## src/rtl/seq_addsub.sv

```systemverilog
// seq_addsub -- multi-cycle adder/subtractor.
//
// Adds (or subtracts) two WIDTH-bit operands CHUNK bits per clock, least
// significant chunk first, with the inter-chunk carry held in a register.
// An operation takes N = WIDTH/CHUNK RUN cycles plus one DONE cycle.
//
// Handshake: start is accepted only on an edge where ready=1 (IDLE). done
// pulses high for exactly one cycle once s/cout/ovf/zero are updated. A start
// seen while ready=0 is dropped; there is no queuing. Result outputs hold
// their value until the next operation completes.
//
// Optional build macro: SEQ_ADDSUB_SAT_EN -- when defined, s saturates to the
// signed limit on overflow (ovf/cout still report the raw result).
//
// Ports:
//   clk        rising-edge clock
//   rst        asynchronous, active-high reset
//   start      operation request (accepted when ready=1)
//   sub        0: a+b+cin, 1: a-b-cin (cin is borrow-in)
//   a, b       operands, sampled at the accepting edge
//   cin        carry/borrow-in, sampled at the accepting edge
//   ready      high in IDLE
//   busy       high in RUN
//   done       one-cycle completion pulse
//   s          registered result
//   cout       carry out of MSB (sub mode: 1 = no borrow)
//   ovf        signed overflow
//   zero       s == 0
//   dbg_state  current FSM state (0 IDLE, 1 RUN, 2 DONE)
module seq_addsub #(
  parameter int WIDTH = 16,
  parameter int CHUNK = 4
) (
  input  logic             clk,
  input  logic             rst,
  input  logic             start,
  input  logic             sub,
  input  logic [WIDTH-1:0] a,
  input  logic [WIDTH-1:0] b,
  input  logic             cin,
  output logic             ready,
  output logic             busy,
  output logic             done,
  output logic [WIDTH-1:0] s,
  output logic             cout,
  output logic             ovf,
  output logic             zero,
  output logic [1:0]       dbg_state
);

  localparam int N    = WIDTH / CHUNK;
  localparam int IDXW = (N > 1) ? $clog2(N) : 1;

  localparam logic [1:0] S_IDLE = 2'd0;
  localparam logic [1:0] S_RUN  = 2'd1;
  localparam logic [1:0] S_DONE = 2'd2;

  localparam logic [WIDTH-1:0] SAT_POS = {1'b0, {(WIDTH-1){1'b1}}};
  localparam logic [WIDTH-1:0] SAT_NEG = {1'b1, {(WIDTH-1){1'b0}}};

  logic [1:0]       r_state;
  logic [WIDTH-1:0] r_a;        // shifted right one chunk per RUN cycle
  logic [WIDTH-1:0] r_b;        // holds b or ~b, shifted like r_a
  logic             r_c;        // carry between chunks
  logic [IDXW-1:0]  r_idx;
  logic [WIDTH-1:0] r_partial;  // finished chunks enter from the top
  logic [WIDTH-1:0] r_s;
  logic             r_cout;
  logic             r_ovf;
  logic             r_zero;

  logic [CHUNK:0]   w_sum;
  logic [WIDTH-1:0] w_partial_next;
  logic             w_last;
  logic             w_cmsb;
  logic             w_ovf;
  logic [WIDTH-1:0] w_s_next;

  // The current chunk of each operand always sits in the low CHUNK bits.
  assign w_sum = {1'b0, r_a[CHUNK-1:0]} + {1'b0, r_b[CHUNK-1:0]}
               + {{CHUNK{1'b0}}, r_c};

  generate
    if (N > 1) begin : g_multi
      assign w_partial_next = {w_sum[CHUNK-1:0], r_partial[WIDTH-1:CHUNK]};
    end else begin : g_single
      assign w_partial_next = w_sum[CHUNK-1:0];
    end
  endgenerate

  assign w_last = (r_idx == IDXW'(N - 1));

  // On the last chunk, the sum bit at the MSB is a^b^carry_in, so the carry
  // into the MSB can be recovered from the sum without a second adder.
  assign w_cmsb = r_a[CHUNK-1] ^ r_b[CHUNK-1] ^ w_sum[CHUNK-1];
  assign w_ovf  = w_cmsb ^ w_sum[CHUNK];

`ifdef SEQ_ADDSUB_SAT_EN
  // With overflow both effective operands share a sign; that sign picks the limit.
  assign w_s_next = w_ovf ? (r_a[CHUNK-1] ? SAT_NEG : SAT_POS) : w_partial_next;
`else
  assign w_s_next = w_partial_next;
`endif

  always_ff @(posedge clk or posedge rst) begin
    if (rst) begin
      r_state   <= S_IDLE;
      r_a       <= '0;
      r_b       <= '0;
      r_c       <= 1'b0;
      r_idx     <= '0;
      r_partial <= '0;
      r_s       <= '0;
      r_cout    <= 1'b0;
      r_ovf     <= 1'b0;
      r_zero    <= 1'b0;
    end else begin
      case (r_state)
        S_IDLE: begin
          if (start) begin
            r_a       <= a;
            r_b       <= sub ? ~b : b;
            r_c       <= cin ^ sub;
            r_idx     <= '0;
            r_partial <= '0;
            r_state   <= S_RUN;
          end
        end
        S_RUN: begin
          r_a       <= r_a >> CHUNK;
          r_b       <= r_b >> CHUNK;
          r_c       <= w_sum[CHUNK];
          r_partial <= w_partial_next;
          r_idx     <= r_idx + IDXW'(1);
          if (w_last) begin
            r_s     <= w_s_next;
            r_cout  <= w_sum[CHUNK];
            r_ovf   <= w_ovf;
            r_zero  <= (w_s_next == '0);
            r_state <= S_DONE;
          end
        end
        S_DONE: begin
          r_state <= S_IDLE;
        end
        default: begin
          r_state <= S_IDLE;
        end
      endcase
    end
  end

  assign ready     = (r_state == S_IDLE);
  assign busy      = (r_state == S_RUN);
  assign done      = (r_state == S_DONE);
  assign s         = r_s;
  assign cout      = r_cout;
  assign ovf       = r_ovf;
  assign zero      = r_zero;
  assign dbg_state = r_state;

endmodule
```

## config.mk

```make
export PLATFORM = sky130hd
export DESIGN_NAME = seq_addsub
export DESIGN_NICKNAME = d
export VERILOG_FILES = /design/src/rtl/seq_addsub.sv
export SDC_FILE = /design/constraint.sdc
export NUM_CORES = 1
export LEC_CHECK = 0
export ABC_AREA = 1
export BUFFER_PORTS_ARGS = -buffer_cell sky130_fd_sc_hd__buf_4
export CAP_MARGIN = 30
export CORE_AREA = 2 2 103 105
export DETAILED_ROUTE_END_ITERATION = 10
export DIE_AREA = 0 0 105 107
export PLACE_DENSITY = 0.55
export REMOVE_ABC_BUFFERS = 1
export SYNTH_ARGS = -nofsm -noshare
export SYNTH_HDL_FRONTEND = slang
export SYNTH_SLANG_ARGS = --single-unit
```

## constraint.sdc

```tcl
create_clock -name clk -period 2.1 [get_ports clk]
set_input_delay 0.315 -clock clk [delete_from_list [all_inputs] [get_ports clk]]
set_output_delay 0.315 -clock clk [all_outputs]
set_load 0.1 [all_outputs]
```

==> impl_metrics.prom, run 1 <==
# TYPE chip_impl_metric gauge
chip_impl_info{name="crit-reg2reg-capture",value="zero$_DFFE_PP0P_"} 1
chip_impl_info{name="combinational_family_with_the_most_area_after_synthesis",value="compound AO/OA/AOI/OAI gates"} 1
chip_impl_info{name="critical-path-top-delay-family",value="buffers and inverters"} 1
chip_impl_metric{name="power.share.combinational",unit=""} 0.569
chip_impl_metric{name="slew_headroom",unit=""} 0.731
chip_impl_metric{name="synth_xor_area_frac",unit=""} 0.0478
chip_impl_metric{name="antenna_left",unit=""} 0
chip_impl_metric{name="via_per_inst",unit=""} 4.52
chip_impl_metric{name="mux_share_of_post_synthesis_cell_area",unit=""} 0
chip_impl_metric{name="worst_slack",unit="ps"} 139
chip_impl_info{name="critPathLaunch",value="dbg_state[0]$_DFFE_PP0P_"} 1
chip_impl_metric{name="groute.layer.met3.usage",unit=""} 0.0444
chip_impl_metric{name="netSwitchingFraction",unit=""} 0.510
chip_impl_metric{name="critPathBufInv",unit=""} 2
chip_impl_metric{name="drcViolationCount",unit=""} 0
chip_impl_metric{name="final_layout_size_suffix_gt1_frac",unit=""} 0.302
chip_impl_metric{name="netlist-cell-type-count",unit=""} 30
chip_impl_metric{name="grt_pass1_vias",unit=""} 2445
chip_impl_metric{name="synthesis.area",unit="um^2"} 3300
chip_impl_metric{name="post-route-util",unit=""} 0.402
chip_impl_metric{name="total_switching_power",unit="uW"} 3830
chip_impl_metric{name="overflow",unit=""} 0
chip_impl_metric{name="cts-hold-fix-buffers",unit=""} 0
chip_impl_metric{name="fin_crit",unit="ps"} 1960
chip_impl_info{name="timing.hold.worst.class",value="primary input to async pin"} 1
chip_impl_metric{name="arrival",unit="ps"} 1650
chip_impl_metric{name="max-cap-violations",unit=""} 0
chip_impl_metric{name="synth-seq-area-share",unit=""} 0.516
chip_impl_info{name="timing.critical_path.slowest_stage_cell",value="dfrtp_1"} 1
chip_impl_metric{name="io-pin-count",unit=""} 61
chip_impl_metric{name="initial_core_util",unit=""} 0.327
chip_impl_metric{name="grt_usage",unit=""} 0.138
chip_impl_metric{name="detail_route.first_pass.iterations",unit=""} 4
chip_impl_info{name="worst_setup_path_endpoint",value="ready"} 1
chip_impl_metric{name="clock_power_share",unit=""} 0.144
chip_impl_metric{name="syn_area_per_cell",unit="um^2"} 9.85
chip_impl_metric{name="timing_worst_slew_pin_value",unit="ps"} 403
chip_impl_metric{name="floorplan.core_area",unit="um^2"} 10100
chip_impl_metric{name="power_frac_seq",unit=""} 0.287
chip_impl_metric{name="syn-instance-count",unit=""} 335
chip_impl_metric{name="postCtsResizedCells",unit=""} 0
chip_impl_info{name="worstPathCellList",value="buf_4 -> nor2_1 -> buf_4"} 1
chip_impl_metric{name="detail_route.wl_per_cell",unit="um"} 13.2
chip_impl_metric{name="yosys_register_bits",unit=""} 68
chip_impl_metric{name="timing.reg2reg.setup_slack",unit="ps"} 170
chip_impl_metric{name="num-fill-cells",unit=""} 1049
chip_impl_metric{name="grt_first_pass_wirelength",unit="um"} 12300
chip_impl_metric{name="globalplace.congestion",unit=""} 0.728
chip_impl_metric{name="cellLeakagePower",unit="uW"} 0.00192
chip_impl_metric{name="yosys_warnings",unit=""} 0
chip_impl_metric{name="dr_total_vias",unit=""} 2428
chip_impl_metric{name="flow.area_growth_from_synthesis",unit="%"} 23.1
chip_impl_metric{name="power_density",unit="nW/um^2"} 1850
chip_impl_info{name="cts_root_buffer_type",value="clkbuf_8"} 1
chip_impl_metric{name="post-route-period-util",unit=""} 0.934
chip_impl_metric{name="grt_use_met1",unit=""} 0.189
chip_impl_metric{name="antenna_cells",unit=""} 0
chip_impl_metric{name="detailed_place_hpwl",unit="um"} 4810
chip_impl_metric{name="hold_viol_final",unit=""} 0
chip_impl_info{name="run_status",value="complete, no violations"} 1
chip_impl_metric{name="maxSlewViolCount",unit=""} 0
chip_impl_metric{name="tritoncts.num_buffers",unit=""} 9
chip_impl_metric{name="chipWidth",unit="um"} 105
chip_impl_info{name="timing.critical_path.mode_cell",value="buf_4"} 1
chip_impl_metric{name="dp_worst_setup_slack",unit="ps"} 162
chip_impl_info{name="path_class",value="register to primary output"} 1
chip_impl_metric{name="antenna_found_initial",unit=""} 0
chip_impl_metric{name="rr_worst_depth",unit=""} 11
chip_impl_metric{name="floorplan.die_area",unit="um^2"} 11200
chip_impl_metric{name="placed_area",unit="um^2"} 3860
chip_impl_metric{name="path_clk_slew",unit="ps"} 70
chip_impl_info{name="tritoncts",value="built"} 1
chip_impl_metric{name="placement.io_buffers",unit=""} 60
chip_impl_metric{name="cts.repair_timing.setup_buffer_count",unit=""} 0
chip_impl_metric{name="whs",unit="ps"} 53.2
chip_impl_metric{name="yosys.area_share.simple",unit=""} 0.132
chip_impl_metric{name="finalSetupViolCount",unit=""} 0
chip_impl_metric{name="worst_skew_pair_later_pin_latency",unit="ps"} 340
chip_impl_metric{name="number_of_clock_sinks_seen_by_cts",unit=""} 68
chip_impl_metric{name="drtIter0Drc",unit=""} 88
chip_impl_metric{name="path_depth",unit=""} 3
chip_impl_info{name="worstSetupStartpointType",value="register"} 1
chip_impl_metric{name="design.final.nets",unit=""} 439
chip_impl_metric{name="die_h",unit="um"} 107
chip_impl_metric{name="complex_gate_fraction_of_the_synthesized_area",unit=""} 0.192
chip_impl_metric{name="stdcell_area",unit="um^2"} 4060
chip_impl_metric{name="maximum_vdd_drop",unit="mV"} 1.38
chip_impl_metric{name="grtUsageMet2",unit=""} 0.215
chip_impl_metric{name="pin_count_of_the_biggest_net_entering_global_routing",unit=""} 69
chip_impl_info{name="global_route.peak_usage_layer",value="met2"} 1
chip_impl_metric{name="timing.critical_path.slowest_cell_delay",unit="ps"} 480
chip_impl_metric{name="num_rows",unit=""} 37
chip_impl_info{name="crit-reg2reg-launch",value="r_a[0]$_DFFE_PP0P_"} 1
chip_impl_metric{name="worst-endpoint-required",unit="ps"} 1780
chip_impl_metric{name="intPower",unit="uW"} 3680
chip_impl_info{name="worstSetupEndpointType",value="primary output"} 1
chip_impl_metric{name="timing.clock.skew",unit="ps"} 8.08
chip_impl_info{name="grt_setup_unrepaired",value="no"} 1
chip_impl_metric{name="cts.htree.levels",unit=""} 3
chip_impl_metric{name="fmaxAchievable",unit="MHz"} 510
chip_impl_metric{name="drt-total-wl",unit="um"} 7070
chip_impl_metric{name="clk_path_buf_depth",unit=""} 2
chip_impl_metric{name="worstPathMaxFanout",unit=""} 8
chip_impl_metric{name="yosys.area_share.adder",unit=""} 0.0273
## area by class of cell
type	count	area, um^2	share of cell area
clock buffers	10	138	0.0339
clock inverters	6	63.8	0.0157
inverters	40	155	0.0382
multi-input cells	210	1320	0.324
flip-flops and latches	68	1700	0.419
well taps	136	170	0.0419
repair buffers	67	515	0.127
## logic make-up (layout without fill, tap and decap cells)
kind of cell	Yosys count	count (layout)
AND/OR/NAND/NOR	100	100
AO/OA/AOI/OAI	86	86
flip-flops	68	68
buffers and inverters	57	123
XOR/XNOR	18	18
adder cells (fa/ha/maj)	6	6
## power by group through the flow
stage,logic (uW),clock network [uW],registers (uW)
CTS,4330,1130,2170
finish,4270,1080,2160
global route,4670,1180,2230
floorplan,2180,0,3280
detailed placement,4320,0,2190
global placement,4280,0,2170
## worst min-delay path: stages
cell and delay, ps:
buf_4 110, inv_2 50, buf_12 310
## Yosys cell counts, drive strengths merged
cell / instances / share of area
nor2: 11 / 0.017
ha: 4 / 0.015
a22o: 1 / 0.0027
nor2b: 1 / 0.0019
and2: 1 / 0.0019
o21ai: 51 / 0.098
fa: 2 / 0.012
xnor2: 10 / 0.027
dfrtp: 68 / 0.52
xor2: 8 / 0.021
inv: 40 / 0.047
a21oi: 12 / 0.018
nand3: 23 / 0.035
o221ai: 3 / 0.014
a22oi: 1 / 0.0023
clkbuf: 2 / 0.0023
nand2: 64 / 0.076
o22ai: 11 / 0.042
o211ai: 7 / 0.016
buf: 15 / 0.036
## stage by stage
stage | instances | power (uW) | TNS (ps)
after global placement | 521 | 6450 | 0
final | 537 | 7510 | 0
after global routing | 537 | 8090 | 0
after floorplan | 318 | 5460 | -30080
after detailed placement | 521 | 6500 | 0
after CTS | 537 | 7620 | 0
## sequential cells by signal, indices dropped and copies added (netlist names)
register	cells
r_b	16
ovf	1
dbg_state	2
zero	1
r_partial	12
cout	1
r_c	1
s	16
r_idx	2
r_a	16
## cell usage in the layout (no fill, tap or decap), types with 2 or more instances in the layout
cell,instances
o221ai_2,3
o211ai_1,7
dfrtp_1,68
clkinv_2,2
nor2_1,10
fa_1,2
o21ai_0,14
o21ai_1,21
xor2_1,8
o21ai_2,15
inv_2,4
a21oi_1,12
nand2_1,62
buf_4,66
xnor2_1,10
clkbuf_8,10
clkinvlp_4,2
inv_1,35
nand3_1,23
ha_1,4
o22ai_2,11
## per-layer routing
layer  wire length [um]  vias up
li1                   -     1225
met1               3440     1143
met2               3240       53
met3                332        7
met4                 52        0
met5                  0        -
## worst min-delay path by stage
stage                                     to  slack (ps)  cells past startpoint
after CTS                   s[9]$_DFFE_PP0P_          50                      3
final                       s[0]$_DFFE_PP0P_          50                      3
after global placement      s[0]$_DFFE_PP0P_         430                      3
after global routing        s[9]$_DFFE_PP0P_          70                      3
after detailed placement    s[0]$_DFFE_PP0P_         430                      3
after floorplan           r_b[2]$_DFFE_PP0P_         450                      2
Power figures use the tool's default switching activity.
==> run 2, diff against run 1 <==
Settings changed: ABC_AREA 1 to default, CORE_AREA 2 2 103 105 to 2 2 102 104, DIE_AREA 0 0 105 107 to 0 0 104 106.
==> impl_metrics.prom, run 2 <==
# TYPE chip_impl_metric gauge
chip_impl_info{name="run_status",value="complete, no violations"} 1
chip_impl_metric{name="fmaxAchievable",unit="MHz"} 501
chip_impl_metric{name="flow.area_growth_from_synthesis",unit="%"} 24.0
chip_impl_metric{name="placement.io_buffers",unit=""} 60
chip_impl_metric{name="worstPathMaxFanout",unit=""} 2
chip_impl_metric{name="placed_area",unit="um^2"} 3800
chip_impl_info{name="worstSetupStartpointType",value="register"} 1
chip_impl_metric{name="grt_first_pass_wirelength",unit="um"} 12000
chip_impl_metric{name="tritoncts.num_buffers",unit=""} 9
chip_impl_metric{name="detail_route.wl_per_cell",unit="um"} 14.3
chip_impl_info{name="grt_setup_unrepaired",value="yes"} 1
chip_impl_metric{name="path_clk_slew",unit="ps"} 70
chip_impl_metric{name="floorplan.core_area",unit="um^2"} 10000
chip_impl_info{name="ys_top_cells_by_count",value="68 x dfrtp_1, 33 x a21oi_1, 23 x nand2_1, 23 x o21ai_0, 17 x a22o_1"} 1
chip_impl_metric{name="cts.htree.levels",unit=""} 3
chip_impl_metric{name="io-pin-count",unit=""} 61
chip_impl_metric{name="arrival",unit="ps"} 2240
chip_impl_metric{name="drcViolationCount",unit=""} 0
chip_impl_metric{name="drt-total-wl",unit="um"} 7030
chip_impl_metric{name="globalplace.congestion",unit=""} 0.727
chip_impl_metric{name="num_rows",unit=""} 37
chip_impl_metric{name="worst_skew_pair_later_pin_latency",unit="ps"} 330
chip_impl_metric{name="maxSlewViolCount",unit=""} 0
chip_impl_metric{name="netlist-cell-type-count",unit=""} 36
chip_impl_metric{name="chipWidth",unit="um"} 104
chip_impl_metric{name="final_layout_size_suffix_gt1_frac",unit=""} 0.306
chip_impl_metric{name="design.final.nets",unit=""} 395
chip_impl_metric{name="stdcell_area",unit="um^2"} 4000
chip_impl_info{name="netlist_top_cells_area",value="dfrtp_1 53%, a21oi_1 5.1%, mux2_2 4.9%"} 1
chip_impl_metric{name="synth-async-reset-ratio",unit=""} 1.00
chip_impl_metric{name="post_synth_edffs",unit=""} 0
chip_impl_metric{name="detailed_place_hpwl",unit="um"} 4770
chip_impl_info{name="synth.most_common_cell",value="dfrtp_1"} 1
chip_impl_info{name="final_cell_mix",value="69 x buf_4, 68 x dfrtp_1, 32 x a21oi_1, 23 x nand2_1, 23 x o21ai_0"} 1
chip_impl_metric{name="overflow",unit=""} 0
chip_impl_info{name="cts_root_buffer_type",value="clkbuf_8"} 1
chip_impl_metric{name="yosys_warnings",unit=""} 0
chip_impl_metric{name="post-route-period-util",unit=""} 0.950
chip_impl_info{name="path_class",value="register to register"} 1
chip_impl_info{name="synthDominantAreaCellType",value="dfrtp_1"} 1
chip_impl_metric{name="synth-seq-area-share",unit=""} 0.528
chip_impl_metric{name="yosys_register_bits",unit=""} 68
chip_impl_metric{name="pin_count_of_the_biggest_net_entering_global_routing",unit=""} 69
chip_impl_metric{name="syn-instance-count",unit=""} 290
chip_impl_metric{name="max-cap-violations",unit=""} 0
chip_impl_metric{name="timing.reg2reg.setup_slack",unit="ps"} 110
chip_impl_metric{name="finalSetupViolCount",unit=""} 0
chip_impl_metric{name="worst-endpoint-required",unit="ps"} 2340
chip_impl_metric{name="synthesis.area",unit="um^2"} 3220
chip_impl_metric{name="antenna_left",unit=""} 0
chip_impl_metric{name="netlist.area_leader.share",unit=""} 0.528
chip_impl_info{name="tritoncts",value="built"} 1
chip_impl_info{name="layout_commonest_cell",value="buf_4"} 1
chip_impl_metric{name="floorplan.die_area",unit="um^2"} 11000
chip_impl_metric{name="hold_viol_final",unit=""} 0
chip_impl_metric{name="number_of_clock_sinks_seen_by_cts",unit=""} 68
chip_impl_metric{name="syn_area_per_cell",unit="um^2"} 11.1
chip_impl_metric{name="timing_worst_slew_pin_value",unit="ps"} 364
chip_impl_metric{name="detail_route.first_pass.iterations",unit=""} 4
chip_impl_metric{name="grt_pass1_vias",unit=""} 2331
chip_impl_metric{name="clk_path_buf_depth",unit=""} 2
chip_impl_metric{name="via_per_inst",unit=""} 4.77
chip_impl_info{name="yosys_most_used_dff",value="dfrtp_1"} 1
chip_impl_metric{name="drtIter0Drc",unit=""} 62
chip_impl_metric{name="antenna_cells",unit=""} 0
chip_impl_metric{name="slew_headroom",unit=""} 0.757
chip_impl_metric{name="timing.clock.skew",unit="ps"} 9.45
chip_impl_metric{name="fin_crit",unit="ps"} 1990
chip_impl_metric{name="antenna_found_initial",unit=""} 0
chip_impl_metric{name="dr_total_vias",unit=""} 2345
chip_impl_metric{name="die_h",unit="um"} 106
chip_impl_metric{name="initial_core_util",unit=""} 0.322
chip_impl_info{name="timing.hold.worst.class",value="primary input to async pin"} 1
chip_impl_metric{name="grt_usage",unit=""} 0.137
chip_impl_info{name="worstSetupEndpointType",value="register"} 1
chip_impl_metric{name="num-fill-cells",unit=""} 1032
run 2: cells by family after synthesis:
logic type,after synthesis,share of synthesized area
fa+ha+maj,6,0.0280
flops,68,0.528
xor+xnor,20,0.0544
simple gates,69,0.124
buf+inv,26,0.0462
mux,14,0.0490
compound gates,87,0.170
run 2: what timing repair did:
action                                  CTS  global route
endpoints found under the setup margin    0             3
buffers inserted                          0             1
hold buffers                              0             0
resized for setup                         0             5
run 2: path summary, 6_finish.rpt:
check	end	cells past startpoint	startpoint
worst min-delay path	s[10]$_DFFE_PP0P_	3	rst
worst min register to register	r_a[7]$_DFFE_PP0P_	2	r_a[7]$_DFFE_PP0P_
worst max-delay path	zero$_DFFE_PP0P_	7	r_a[0]$_DFFE_PP0P_
worst max register to register	zero$_DFFE_PP0P_	7	r_a[0]$_DFFE_PP0P_
max in group asynchronous	r_b[5]$_DFFE_PP0P_	3	rst
min in group clk	r_a[12]$_DFFE_PP0P_	2	a[12]
run 2: metrics by stage:
stage	util	worst slack (ps)	hold WS (ps)	TNS, ps	std cells
3_3_place_gp	0.380	118	436	0	476
4_1_cts	0.397	34.8	64.8	0	491
2_1_floorplan	-	-972	446	-34150	271
3_5_place_dp	0.380	57.8	434	0	476
5_1_grt	0.400	-19.4	78.3	-19.4	492
6_report	0.400	106	57.2	0	492
run 2: cell type report:
class | count | area [um^2] | share of cell area
multi-input cells | 196 | 1390 | 0.347
well taps | 136 | 170 | 0.0426
inverters | 7 | 31.3 | 0.00783
flip-flops and latches | 68 | 1700 | 0.426
clock buffers | 13 | 159 | 0.0398
repair buffers | 70 | 538 | 0.135
clock inverters | 2 | 10.0 | 0.00251
run 2: layer usage:
layer	vias to the layer above	GRT usage	part of all wire
li1	1144	-	-
met1	1132	0.179	0.48
met2	62	0.218	0.46
met3	7	0.0503	0.050
met4	0	0.0270	0.010
met5	-	0	0
run 2: worst max-delay path, cell delays in order (launching register included):
cell and delay (ps):
dfrtp_1 330, inv_1 70, fa_2 400, inv_2 70
fa_2 440, nor4b_2 220, nand4_1 140, o31ai_2 250
Power of run 2 is not shown: default switching activity piles up to over one toggle a cycle in this logic, so the estimate is an artifact.
